--- config.mk ---
export PLATFORM = sky130hd
export DESIGN_NAME = byte_store_ctrl
export DESIGN_NICKNAME = d
export VERILOG_FILES = /design/src/rtl/byte_store_ctrl.sv
export SDC_FILE = /design/constraint.sdc
export NUM_CORES = 1
export LEC_CHECK = 0
export BUFFER_PORTS_ARGS = -buffer_cell sky130_fd_sc_hd__buf_2
export CAP_MARGIN = 5
export CORE_ASPECT_RATIO = 0.75
export CORE_MARGIN = 1
export CORE_UTILIZATION = 30
export DETAILED_ROUTE_END_ITERATION = 8
export PLACE_DENSITY_LB_ADDON = 0.1
export SLEW_MARGIN = 40
export SYNTH_ARGS = -nofsm -noshare
export SYNTH_HDL_FRONTEND = slang
export SYNTH_SLANG_ARGS = --single-unit
--- constraint.sdc ---
create_clock -name clk -period 3.2 [get_ports clk]
set_input_delay 0.48 -clock clk [delete_from_list [all_inputs] [get_ports clk]]
set_output_delay 0.48 -clock clk [all_outputs]
set_load 0.01 [all_outputs]
--- src/rtl/byte_store_ctrl.sv ---
`default_nettype none
// ============================================================================
//  Module      : byte_store_ctrl
//  Description : Store unit bus controller. Issues word stores directly and
//                byte stores either as a strobed write (BYTE_STROBE_EN
//                defined) or as a read-modify-write (macro undefined). Each
//                bus phase is bounded by a TIMEOUT-cycle ack watchdog.
//  Config      : `define BYTE_STROBE_EN selects strobed byte writes.
//  Revision    : 1.0 - initial release
// ============================================================================
module byte_store_ctrl #(
    parameter int TIMEOUT = 255
) (
    input  logic        clk,
    input  logic        nRst,
    input  logic        store_req,
    input  logic        store_byte_en,
    input  logic [31:0] addr,
    input  logic [31:0] reg_b,
    input  logic [31:0] imm_gen_byte,
    output logic        busy,
    output logic        done,
    output logic        err,
    output logic [31:0] mem_addr,
    output logic [31:0] mem_wdata,
    output logic [3:0]  mem_wstrb,
    output logic        mem_we,
    output logic        mem_re,
    input  logic [31:0] mem_rdata,
    input  logic        mem_ack
);

    // Watchdog is at least 8 bits wide, wider if TIMEOUT needs it.
    localparam int c_CNT_W = ($clog2(TIMEOUT + 1) > 8) ? $clog2(TIMEOUT + 1) : 8;
    // Count value on which the final unacknowledged cycle of a phase ends.
    localparam logic [c_CNT_W-1:0] c_TO_LAST = c_CNT_W'(TIMEOUT - 1);

    typedef enum logic [1:0] {
        S_IDLE  = 2'd0,
        S_READ  = 2'd1,
        S_WRITE = 2'd2,
        S_DONE  = 2'd3
    } state_t;

    state_t             r_state;
    logic [c_CNT_W-1:0] r_cnt;

`ifdef BYTE_STROBE_EN
    // Strobed byte writes never read the bus.
    logic w_unused;
    assign w_unused = ^{imm_gen_byte[31:8], mem_rdata};
    assign mem_re   = 1'b0;
`else
    logic        r_mem_re;
    logic [1:0]  r_lane;
    logic [7:0]  r_byte;
    logic [31:0] w_merged;
    logic        w_unused;

    assign w_unused = ^imm_gen_byte[31:8];
    assign mem_re   = r_mem_re;

    // Insert the captured byte into its little-endian lane of the read word.
    always_comb begin
        w_merged = mem_rdata;
        case (r_lane)
            2'd0:    w_merged[7:0]   = r_byte;
            2'd1:    w_merged[15:8]  = r_byte;
            2'd2:    w_merged[23:16] = r_byte;
            default: w_merged[31:24] = r_byte;
        endcase
    end
`endif

    assign busy = (r_state != S_IDLE);

    // Main FSM: request capture, bus phases with ack watchdog, done/err pulses.
    always_ff @(posedge clk) begin
        if (!nRst) begin
            r_state   <= S_IDLE;
            r_cnt     <= '0;
            done      <= 1'b0;
            err       <= 1'b0;
            mem_addr  <= '0;
            mem_wdata <= '0;
            mem_wstrb <= '0;
            mem_we    <= 1'b0;
`ifndef BYTE_STROBE_EN
            r_mem_re  <= 1'b0;
            r_lane    <= '0;
            r_byte    <= '0;
`endif
        end else begin
            done <= 1'b0;
            err  <= 1'b0;
            case (r_state)
                S_IDLE: begin
                    if (store_req) begin
                        r_cnt <= '0;
                        if (!store_byte_en) begin
                            // Word stores must be naturally aligned.
                            if (addr[1:0] != 2'b00) begin
                                err <= 1'b1;
                            end else begin
                                mem_addr  <= {addr[31:2], 2'b00};
                                mem_wdata <= reg_b;
                                mem_wstrb <= 4'hF;
                                mem_we    <= 1'b1;
                                r_state   <= S_WRITE;
                            end
                        end else begin
                            mem_addr <= {addr[31:2], 2'b00};
`ifdef BYTE_STROBE_EN
                            mem_wdata <= {4{imm_gen_byte[7:0]}};
                            mem_wstrb <= 4'b0001 << addr[1:0];
                            mem_we    <= 1'b1;
                            r_state   <= S_WRITE;
`else
                            r_lane    <= addr[1:0];
                            r_byte    <= imm_gen_byte[7:0];
                            mem_wstrb <= 4'h0;
                            r_mem_re  <= 1'b1;
                            r_state   <= S_READ;
`endif
                        end
                    end
                end
`ifndef BYTE_STROBE_EN
                S_READ: begin
                    if (mem_ack) begin
                        r_mem_re  <= 1'b0;
                        mem_wdata <= w_merged;
                        mem_wstrb <= 4'hF;
                        mem_we    <= 1'b1;
                        r_cnt     <= '0;
                        r_state   <= S_WRITE;
                    end else if (r_cnt == c_TO_LAST) begin
                        r_mem_re <= 1'b0;
                        err      <= 1'b1;
                        r_state  <= S_IDLE;
                    end else begin
                        r_cnt <= r_cnt + 1'b1;
                    end
                end
`endif
                S_WRITE: begin
                    if (mem_ack) begin
                        mem_we  <= 1'b0;
                        done    <= 1'b1;
                        r_state <= S_DONE;
                    end else if (r_cnt == c_TO_LAST) begin
                        mem_we  <= 1'b0;
                        err     <= 1'b1;
                        r_state <= S_IDLE;
                    end else begin
                        r_cnt <= r_cnt + 1'b1;
                    end
                end
                S_DONE: begin
                    r_state <= S_IDLE;
                end
                default: begin
                    r_state <= S_IDLE;
                end
            endcase
        end
    end

endmodule
`default_nettype wire

==> results.yml <==
critical_path:
  cpPeakStageDelay_ns: 0.39
  worst_setup_path_end_kind: "flip-flop"
  crit_slowest_cell: "ha_1"
  crit_path_cell_trace: "inv_1 > ha_1 > mux2i_1 > a21oi_1 > and2_1 > buf_4 > a22o_1"
  r2r_cells: 7
  cp.required_ns: 3.48
  worstPathMaxFanout: 32
  crit_buf_inv: 2
  crit_path_start_kind: "flip-flop"
  worstSetupPathType: "reg -> reg"
  crit_cells: 7
  arrival_ns: 2.35
  cp_top_family: "buffers and inverters"
timing:
  period_share: 0.647
  skew_ns: 0.00552
  final_hold_viol_count: 0
  clock.fmax_mhz: 483
  slew_headroom: 0.563
  whs_ns: 0.374
  period_needed_ns: 2.07
  worst_pin_slew_ns: 0.655
  maxSlewViolCount: 0
  finalSetupTns_ns: 0
  grt_setup_unrepaired: "no"
  finalSetupViolations: 0
floorplan:
  rows: 36
  core-area_sq_um: 13000
  fp.dieH_microns: 102
  start_util: 0.309
  io_pins: 206
  dieArea_sq_um: 13900
  die_x_microns: 136
clock_network:
  root_buffer: "clkbuf_16"
  cts_num_sinks: 87
  cts.repair.resized: 0
  htreeDepth: 3
  cts.path.max_buffers: 2
  insertion_delay_ns: 0.34
  clk_pin_slew_worst_paths_ns: 0.07
  cts_tree: "yes"
  cts_hold_buffers: 0
  numCtsBuffers: 9
  cts_setup_buffers: 0
route:
  vias: 3937
  ant_nets: 0
  totalWireLength_mm: 12.4
  drt_iter0_drc: 177
  via_per_inst: 4.89
  wl_per_cell_microns: 15.4
  drc: 0
  drt_first_pass_iters: 6
hold_path:
  hold_class: "in -> reg"
  hold_depth: 3
finish:
  final_cell_mix: "buf_2, nand2_1, dfxtp_1"
  drive_gt1_frac: 0.323
  diodes: 0
  layout_commonest_cell: "buf_2"
  nNetsFinal: 770
  syn_to_final_growth_pct: 31.3
synth:
  ys_ff_latch: 87
  synthDistinctLibCells: 51
  netlist_instances: 474
  syn_area_sq_um: 4020
  syn_area_per_cell_sq_um: 8.48
  yosysSeqAreaShare: 0.433
  async_reset_ff_frac: 0
  ys.warnings.count: 0
  synth_edf_count: 0
  synthFlopType: "dfxtp_1"
place:
  port_buffers: 179
  gp_congestion: 0.742
  post-dp-hpwl_mm: 8.77
grt:
  grt_pass1_wl_mm: 18.5
  grt_max_degree: 68
  grt_pass1_vias: 3556
  grt.overflow.total: 0
  antenna_found_initial: 0
  track_usage: 0.172
flow_run:
  maxCapViolCount: 0
outcome:
  status: "complete, no violations"
power:
  powerDensity_nw_per_um2: 695
  peakVddDrop_mv: 0.270
  p_leak_nw: 2.62
  power_w: 0.00367
## metrics by stage
stage	instance area [sq um]	setup slack, ns	cells	utilization
2_1_floorplan	4020	1.38	475	-
3_3_place_gp	4940	1.05	790	0.380
3_5_place_dp	4940	1.03	790	0.380
4_1_cts	5280	1.11	805	0.406
5_1_grt	5280	0.971	805	0.406
6_report	5280	1.13	805	0.406
## cell families (layout without fill, tap and decap cells)
kind of cell / after synthesis / in the layout / share of synthesized area
AOI/OAI and AO/OA: 143 / 143 / 0.233
adders and majority gates: 7 / 7 / 0.0218
buffers and inverters: 49 / 208 / 0.0672
DFF: 87 / 87 / 0.433
muxes: 33 / 33 / 0.0822
other: 1 / 2 / 0.000933
and+or+nand+nor: 154 / 154 / 0.162
## state kept, by name (all words and copies together) (netlist names)
| register | count |
|---|---|
| mem_wdata | 32 |
| mem_addr | 30 |
| r_byte | 8 |
| r_cnt | 8 |
| r_lane | 2 |
| r_state | 2 |
| done | 1 |
| err | 1 |
| mem_re | 1 |
| mem_we | 1 |
| mem_wstrb | 1 |
## worst paths after layout
kind | start | end | slack [ns]
worst max-delay path | r_state[1]$_SDFFE_PN0P_ | mem_wdata[16]$_SDFFE_PN0P_ | 1.13
worst min-delay path | addr[8] | mem_addr[8]$_SDFFE_PN0P_ | 0.37
worst max register to register | r_state[1]$_SDFFE_PN0P_ | mem_wdata[16]$_SDFFE_PN0P_ | 1.13
worst min register to register | mem_addr[29]$_SDFFE_PN0P_ | mem_addr[29]$_SDFFE_PN0P_ | 0.45
## synth_stat cells (all sizes together), types with 3 or more instances
cell     n  area share
clkbuf  22       0.021
nand3    5      0.0062
nor2    41       0.039
buf     19       0.039
and4     3      0.0065
nand2b   3      0.0047
mux2i   33       0.082
inv      8      0.0075
o21ai    5      0.0062
a22o    32       0.070
ha       7       0.022
a211oi   3      0.0056
dfxtp   87        0.43
a21oi   80        0.10
nand2   88       0.082
## layout make-up
type | count | area, sq um
fillers | 1355 | 7740
multi-input cells | 339 | 2020
flip-flops and latches | 87 | 1740
repair buffers | 185 | 941
clock buffers | 10 | 229
well taps | 171 | 214
clock inverters | 5 | 106
inverters | 8 | 30.0
## layer usage
layer | share of wire | global-route usage | vias to the layer above | wire length, microns
met5 | 0 | 0 | - | 0
met4 | 0.010 | 0.0484 | 0 | 126
met3 | 0.079 | 0.0541 | 9 | 978
met2 | 0.44 | 0.254 | 129 | 5420
met1 | 0.47 | 0.240 | 1823 | 5860
li1 | - | - | 1976 | -
## worst min-delay path, cell delays in order
cell and delay (ns):
buf_2 0.09, nand2_1 0.04, a21oi_1 0.05
## power by group
group	total, W	switching (W)	internal (W)
Clock	0.00120	0.000441	0.000762
Combinational	0.00108	0.000639	0.000445
Sequential	0.00138	0.000117	0.00127
Total	0.00367	0.00120	0.00247
(Power assumes the default switching activity.)
